===== config.mk =====
export PLATFORM = sky130hd
export DESIGN_NAME = long_alu_sequencer
export DESIGN_NICKNAME = d
export VERILOG_FILES = /design/src/rtl/long_alu_sequencer.sv
export SDC_FILE = /design/constraint.sdc
export NUM_CORES = 1
export LEC_CHECK = 0
export ABC_AREA = 1
export CORE_MARGIN = 1.5
export CORE_UTILIZATION = 51
export DETAILED_ROUTE_END_ITERATION = 8
export GPL_TIMING_DRIVEN = 0
export PLACE_DENSITY = 0.78
export SLEW_MARGIN = 25
export SYNTH_ARGS = -nofsm -noshare
export SYNTH_HDL_FRONTEND = slang
export SYNTH_SLANG_ARGS = --single-unit

===== constraint.sdc =====
create_clock -name clk -period 3.5 [get_ports clk]
set_input_delay 0.525 -clock clk [delete_from_list [all_inputs] [get_ports clk]]
set_output_delay 0.525 -clock clk [all_outputs]
set_load 0.05 [all_outputs]

===== src/rtl/long_alu_sequencer.sv =====
// Multi-cycle sequencer driving one 16-bit ALU slice for word and long integer
// operations; long ops run low word then high word with the carry chained.
module long_alu_sequencer (
  input  logic        clk,
  input  logic        reset,
  input  logic        start,
  output logic        ready,
  input  logic        size,
  input  logic [2:0]  op,
  input  logic [31:0] a,
  input  logic [31:0] b,
  input  logic        use_x,
  input  logic        x_in,
  input  logic        z_in,
  output logic [31:0] result,
  output logic        done,
  output logic        c_out,
  output logic        v_out,
  output logic        z_out,
  output logic        n_out,
  output logic        x_out
);

  typedef enum logic [1:0] {
    IDLE = 2'd0,
    LO   = 2'd1,
    HI   = 2'd2,
    FIN  = 2'd3
  } state_t;

  localparam logic [2:0] OP_ADD = 3'd0;
  localparam logic [2:0] OP_SUB = 3'd1;
  localparam logic [2:0] OP_AND = 3'd2;
  localparam logic [2:0] OP_OR  = 3'd3;
  localparam logic [2:0] OP_XOR = 3'd4;

  // One 16-bit ALU pass; bit 16 is carry (ADD) or borrow (SUB), 0 otherwise.
  function automatic logic [16:0] alu_slice(input logic [2:0]  f,
                                            input logic [15:0] x,
                                            input logic [15:0] y,
                                            input logic        ci);
    logic [16:0] r;
    case (f)
      OP_ADD:  r = {1'b0, x} + {1'b0, y} + {16'd0, ci};
      OP_SUB:  r = {1'b0, x} - {1'b0, y} - {16'd0, ci};
      OP_AND:  r = {1'b0, x & y};
      OP_OR:   r = {1'b0, x | y};
      OP_XOR:  r = {1'b0, x ^ y};
      default: r = {1'b0, x};
    endcase
    return r;
  endfunction

  state_t      state_r, next_s;
  logic [31:0] a_r, b_r;
  logic [2:0]  op_r;
  logic        size_r, use_x_r, x_in_r, z_in_r;
  logic [15:0] lo_res_r;
  logic        lo_c_r, lo_z_r;

  logic        ready_r, done_r;
  logic [31:0] result_r;
  logic        c_r, v_r, z_r, n_r, x_r;

  logic        addsub_s;
  logic [15:0] slice_a_s, slice_b_s;
  logic        slice_ci_s;
  logic [16:0] slice_s;
  logic [31:0] fin_res_s;
  logic        am_s, bm_s, rm_s, zero_s;
  logic        fin_c_s, fin_v_s, fin_z_s, fin_x_s;

  // Next-state decode.
  always_comb begin
    next_s = state_r;
    case (state_r)
      IDLE: begin
        if (start) next_s = LO;
        else       next_s = IDLE;
      end
      LO: begin
        if (size_r) next_s = HI;
        else        next_s = FIN;
      end
      HI:      next_s = FIN;
      FIN:     next_s = IDLE;
      default: next_s = IDLE;
    endcase
  end

  // Slice operand selection and final result/flag merge for the msb pass.
  always_comb begin
    addsub_s = (op_r == OP_ADD) || (op_r == OP_SUB);
    if (state_r == HI) begin
      slice_a_s  = a_r[31:16];
      slice_b_s  = b_r[31:16];
      slice_ci_s = lo_c_r;
    end else begin
      slice_a_s  = a_r[15:0];
      slice_b_s  = b_r[15:0];
      slice_ci_s = use_x_r && addsub_s;
    end
    slice_s = alu_slice(op_r, slice_a_s, slice_b_s, slice_ci_s);

    // Word ops keep the upper destination word untouched.
    if (size_r) begin
      fin_res_s = {slice_s[15:0], lo_res_r};
      am_s      = a_r[31];
      bm_s      = b_r[31];
      zero_s    = lo_z_r && (slice_s[15:0] == 16'd0);
    end else begin
      fin_res_s = {a_r[31:16], slice_s[15:0]};
      am_s      = a_r[15];
      bm_s      = b_r[15];
      zero_s    = (slice_s[15:0] == 16'd0);
    end
    rm_s = slice_s[15];

    case (op_r)
      OP_ADD:  fin_v_s = (am_s == bm_s) && (rm_s != am_s);
      OP_SUB:  fin_v_s = (am_s != bm_s) && (rm_s != am_s);
      default: fin_v_s = 1'b0;
    endcase

    if (addsub_s) begin
      fin_c_s = slice_s[16];
      fin_x_s = slice_s[16];
    end else begin
      fin_c_s = 1'b0;
      fin_x_s = x_in_r;
    end

    if (use_x_r) fin_z_s = z_in_r && zero_s;
    else         fin_z_s = zero_s;
  end

  // State, operand latches, low-pass latches and registered outputs.
  always_ff @(posedge clk) begin
    if (reset) begin
      state_r  <= IDLE;
      a_r      <= 32'd0;
      b_r      <= 32'd0;
      op_r     <= 3'd0;
      size_r   <= 1'b0;
      use_x_r  <= 1'b0;
      x_in_r   <= 1'b0;
      z_in_r   <= 1'b0;
      lo_res_r <= 16'd0;
      lo_c_r   <= 1'b0;
      lo_z_r   <= 1'b0;
      ready_r  <= 1'b1;
      done_r   <= 1'b0;
      result_r <= 32'd0;
      c_r      <= 1'b0;
      v_r      <= 1'b0;
      z_r      <= 1'b0;
      n_r      <= 1'b0;
      x_r      <= 1'b0;
    end else begin
      state_r <= next_s;
      ready_r <= (next_s == IDLE);
      done_r  <= (next_s == FIN);
      if ((state_r == IDLE) && start) begin
        a_r     <= a;
        b_r     <= b;
        op_r    <= op;
        size_r  <= size;
        use_x_r <= use_x;
        x_in_r  <= x_in;
        z_in_r  <= z_in;
      end
      if (state_r == LO) begin
        lo_res_r <= slice_s[15:0];
        lo_c_r   <= slice_s[16];
        lo_z_r   <= (slice_s[15:0] == 16'd0);
      end
      if ((next_s == FIN) && (state_r != FIN)) begin
        result_r <= fin_res_s;
        c_r      <= fin_c_s;
        v_r      <= fin_v_s;
        z_r      <= fin_z_s;
        n_r      <= rm_s;
        x_r      <= fin_x_s;
      end
    end
  end

  assign ready  = ready_r;
  assign done   = done_r;
  assign result = result_r;
  assign c_out  = c_r;
  assign v_out  = v_r;
  assign z_out  = z_r;
  assign n_out  = n_r;
  assign x_out  = x_r;

endmodule


### After elaboration in Yosys (flattened, before gate mapping)

Cells that the tools add are included.

* logic and storage cells: 65
* register bits: 130

* add/sub/neg operators: 4
* muxes and demuxes: 15
* reductions and logical operators: 12
* equal/unequal tests: 12
* bitwise logic cells: 3

Operators by type and width (count)
* case mux 17 bit (5 select lines): 1
* two-way mux 16 bit: 2
* two-way mux 32 bit: 1
* adder 16 x 16 -> 17 bit: 1
* adder 17 x 1 -> 17 bit: 1
* subtractor 16 x 16 -> 17 bit: 1
* subtractor 17 x 1 -> 17 bit: 1
* AND 16 bit: 1
* logical NOT 16 bit: 1
* bitwise OR 16 bit: 1
* bitwise XOR 16 bit: 1
* two-way mux 1 bit: 9
* case mux 2 bit (4 select lines): 1
* logical AND 1 bit: 7
* equality test 2 bit (second input constant): 3
* equality test 3 x 2 -> 1 bit (second input constant): 2
* logical NOT 2 bit: 2
* equality test 3 x 1 -> 1 bit (second input constant): 1
* equality test 3 bit (second input constant): 1
* logical NOT 3 bit: 1
* equality test 2 x 1 -> 1 bit (second input constant): 1
* inequality test 1 bit: 2
* inequality test 2 bit (second input constant): 1
* case mux 1 bit (2 select lines): 1
* other kinds (2): 2

### Logic depth before layout (Yosys ltp)

Gate-level depths: netlist of the first run.

* word-level depth: 11
* mapped depth: 28

### Worst setup path after synthesis of the first run

No wires, ideal clock.

* path kind: flip-flop to flip-flop
* start: reg state_r[0]
* end: reg z_r (netlist: z_out)
* arrival time: 3.436 ns
* setup time: 0.070 ns
* clock period less this slack: 3.506 ns
* data required time: 3.430 ns
* setup slack: -0.006 ns
* cell stages (with the launch flop): 21
* cells stage by stage: dfxtp_1 -> inv_1 -> ha_1 -> buf_4 -> inv_2 -> buf_2 -> or2_2 -> o21ai_0 -> inv_1 -> fa_1 -> fa_1 -> or2_2 -> nand3_1 -> o21ai_0 -> nor2_1 -> nand2_1 -> o21ai_1 -> nand3_1 -> nor2_2 -> nand4_1 -> a21oi_1

* word-level cells in the longest chain between the ends: 10

Ends and longest elaborated chain
* start: declaration: RTL line 54 `state_t state_r, next_s;`
* start signal: assignment: RTL line 160 `state_r <= next_s;`
* equality test 2 bit: RTL line 76, 94
* two-way mux 16 bit: RTL line 94 `if (state_r == HI) begin`
* subtractor 16 x 16 -> 17 bit or adder 16 x 16 -> 17 bit (tied branches): RTL line 45, 44
* subtractor 17 x 1 -> 17 bit or adder 17 x 1 -> 17 bit (tied branches): RTL line 45, 44
* case mux 17 bit (5 select lines): RTL line 43 `case (f)`
* logical NOT 16 bit: RTL line 110, 115
* logical AND 1 bit: RTL line 110 `zero_s = lo_z_r && (slice_s[15:0] == 16'd0);`
* two-way mux 1 bit: RTL line 106 `if (size_r) begin`
* logical AND 1 bit: RTL line 133 `if (use_x_r) fin_z_s = z_in_r && zero_s;`
* two-way mux 1 bit: RTL line 133
* end signal: assignment: RTL line 181 `z_r <= fin_z_s;`
* end: declaration: RTL line 63 `logic c_r, v_r, z_r, n_r, x_r;`

Parallel ways exist; a longest one is shown, timed or not.
A chain may end at the register's enable or synchronous reset.

### Worst setup path after layout of the first run

* start: reg op_r[2]
* end: reg z_r (netlist: z_out)

* word-level cells in the longest chain between the ends: 11

Ends and longest elaborated chain
* start: declaration: RTL line 56 `logic [2:0] op_r;`
* start signal: assignment: RTL line 166 `op_r <= op;`
* equality test 3 x 1 -> 1 bit or logical NOT 3 bit (tied branches): RTL line 43, 93
* logical OR 1 bit: RTL line 93 `addsub_s = (op_r == OP_ADD) || (op_r == OP_SUB);`
* logical AND 1 bit: RTL line 101 `slice_ci_s = use_x_r && addsub_s;`
* two-way mux 1 bit: RTL line 94
* subtractor 17 x 1 -> 17 bit or adder 17 x 1 -> 17 bit (tied branches): RTL line 45, 44
* case mux 17 bit (5 select lines) (*): RTL line 43
* logical NOT 16 bit (*): RTL line 110, 115
* logical AND 1 bit: RTL line 110
* two-way mux 1 bit (*): RTL line 106
* logical AND 1 bit: RTL line 133
* two-way mux 1 bit (*): RTL line 133

Every way passes the cells marked *; elsewhere a longest branch is shown, timed or not.

==> results of run 1 <==
[cells in the mapped netlist (5+ instances only)]
cell	n
o22ai_1	9
buf_2	9
inv_1	149
nand3_1	74
nand3b_1	7
dfxtp_1	130
a21oi_1	120
ha_1	65
or2_2	21
o21ai_1	12
o211ai_1	8
inv_2	9
clkbuf_1	46
nand4_1	12
nand2_1	245
o21ai_0	155
a221oi_2	5
nor2_1	165
[flip-flops by register name, summed over array words and instances (netlist names), 2 cells and up]
signal and flops:
a_r 32, state_r 2, b_r 32, op_r 3
lo_res_r 16, result 32
[tightest hold or removal path: stages, from the launching register on]
cell and delay (ns):
dfxtp_1 0.31, nand2_1 0.06, a21oi_1 0.05
[cells by family after synthesis]
family	after synthesis	share of synthesized area
adders and majority gates	69	0.106
AOI/OAI and AO/OA	320	0.203
and+or+nand+nor	545	0.278
buffers and inverters	221	0.102
DFF	130	0.309
xor gates and xnor gates	1	0.00104
muxes	1	0.00119
[timing repair]
action | in CTS | in global routing
pin swaps | 39 | 48
endpoints found under the hold margin | 0 | 0
buffers inserted | 26 | 19
gates cloned | 2 | 0
resized for setup | 166 | 132
setup endpoints to repair | 49 | 27
[worst paths after layout]
| check | start | endpoint | slack, ns | cells past startpoint |
|---|---|---|---|---|
| worst max register to register | op_r[2] | z_out | 0.04 | 19 |
| worst min-delay path | result[12] | result[12] | 0.46 | 2 |
| worst max-delay path | op_r[2] | z_out | 0.04 | 19 |
| worst min register to register | result[12] | result[12] | 0.46 | 2 |
[power by group]
part	internal (uW)	switching, uW
Sequential	1710	153
Combinational	2300	3640
Clock	1150	725
[routing by layer]
metal  vias to the layer above  global-route usage
met5                         -                   0
met4                         0               0.180
met3                       124              0.0521
met2                       576               0.523
met1                      4465               0.423
li1                       4547                   -
[through the flow]
step	power (uW)	TNS (ns)	util	hold slack (ns)	worst slack (ns)
2_1_floorplan	4750	0	-	0.430	0.0245
3_3_place_gp	5840	-26.04	0.613	0.447	-1.01
3_5_place_dp	5920	-28.68	0.613	0.454	-1.08
4_1_cts	8680	0	0.704	0.463	0.00352
5_1_grt	10200	-0.207	0.742	0.474	-0.0637
6_report	9680	0	0.742	0.461	0.0353
[final cells by class]
class	count	area, sq um
clock inverters	13	176
plain buffers	58	279
fillers	1237	4120
inverters	162	621
flip-flops and latches	130	2610
clock buffers	19	443
multi-input cells	936	6000
well taps	216	270
repair buffers	158	1490
==> results.md, run 1 <==
- Final period util: 0.990
- Drt wl/cell: around 18 microns
- PD cells: approximately 800 nW/um^2
- Dpl hpwl: 21.3 mm
- Metal-1 WL: between 10 and 15 mm
- Worst-Margin Slew: 0.659 ns
- DRT antenna net count: 0
- Highest metal used: met4
- CTS Buf Count: 17
- Startpoint class of the critical path: flip-flop
- Most frequent cells in the layout: nand2_1 (205), nor2_1 (148), inv_1 (129)
- Crit path max-delay family: simple AND/OR/NAND/NOR gates
- Gpl congestion: 0.983
- GR Overflow Total: 0
- Layout cells sized above 1: 0.219
- Slowest cell on crit path: dfxtp_1
- Drt total wl: 30.4 mm
- Clk Latency, worst-skew pair: 0.43 ns
- Initial Util: 0.527
- Core area: 16,000 sq um
- Antenna violations before repair: 1
- Number of global-route vias before repair: 8,810
- Area after DPL: slightly below 10,000 sq um
- I/O pins: 113
- First drt pass iteration count: 6
- Clock skew: 0.0128 ns
- LEAKAGE: roughly 0.0052 uW
- Endpoints failing hold: 0
- Synthesis-to-finish area growth: 40.9%
- RSZ-0062 raised after global routing: yes
- Commonest non-fill, non-tap cell in the layout: nand2_1
- CP Capture Type: flip-flop
- CP arrival: 3.82 ns
- Top FF cell, synth: dfxtp_1
- Status: finished, final reports clean
- Most frequent CP cell: nand3_2
- Via density: 5.74
- Max Cap Viol: 0
- Ys Warns: 0
- Final setup fails: 0
- Vias: 9,712
- Synth cell types: 41
- Critical path cell sequence: inv_4, nand3_4, o21ai_4, nand3_2, and2_4, inv_1, fa_2, fa_2, nand3_2, nand2_2, nand3_2, nand4_1, nand3_2, nand3_2, nor2_4, nand2_1, nor2_2, nand4_1, a21oi_1
- Mapped Nets: 1,430
- Worst min path class: reg2reg
- Peak VDD IR: 0.437 mV
- Number of diodes: 0
- Design area: around 12,000 sq um
- Synth Cell Area: about 8400 sq um
- Root Buffer: clkbuf_16
- Number of I/O port buffers: 111
- Crit Path Max Fanout: 8
- Mean Syn Cell Area: between 6 and 7 sq um
- CTS tree: done
- Clock slew at reported path FFs: 0.06 ns
- Longest Clk Path Bufs: 2
- Non-Filler Instances: 1,692
- First-pass GRT wire length: 45.1 mm
- Wire length on met3: between 2 and 3 mm
- Chip Height: 132 microns
- Dominant cell type by area after synthesis: dfxtp_1
- Worst rel slew slack: 0.560
- Largest net degree at the start of global routing: 17
- Worst Path Class, Setup: reg2reg
- Sequential area share after synthesis: 0.309
- Dpl cells: approximately 1,600
- Post-Synthesis Cells: 1,287
- Buf+Inv Stages, Crit Path: 2
- DR iter-0 viols: roughly 1,100
- Synthesized flop and latch total: 130
- Hold-fix buffers, CTS: 0
- Final net count: 1,606
- Async set-reset flop share out of synthesis: 0
- Top cell type's share of synthesized area: 0.309
- Critical path's largest stage delay: approximately 0.55 ns
- Die ar.: 17,300 sq um
- Die X: between 100 and 150 microns
- Met2 wire length: roughly 14 mm
- Site row count: 46
- Htree depth: 4
- Synth area leaders: dfxtp_1 (31%), nand2_1 (11%), ha_1 (9.7%), o21ai_0 (9.2%), nor2_1 (7.3%)
- Max-slew violations: 0
- Fmax: 289 MHz
- CTS Sinks: 130
- Drc violations: 0
- Post-synth EDFFs: 0
- Req. time, crit path: 3.85 ns
- Post-layout min period: 3.46 ns
- Total track usage: 0.328
(Power assumes the default switching activity.)
==> run 2, diff against run 1 <==
--- a/config.mk
+++ b/config.mk
@@ -8,6 +8,7 @@
 export ABC_AREA = 1
 export CORE_MARGIN = 1.5
 export CORE_UTILIZATION = 51
+export CTS_CLUSTER_DIAMETER = 150
 export DETAILED_ROUTE_END_ITERATION = 8
 export GPL_TIMING_DRIVEN = 0
 export PLACE_DENSITY = 0.78
==> results of run 2 <==
Final layout, timing and power as in run 1 (identical DEF).
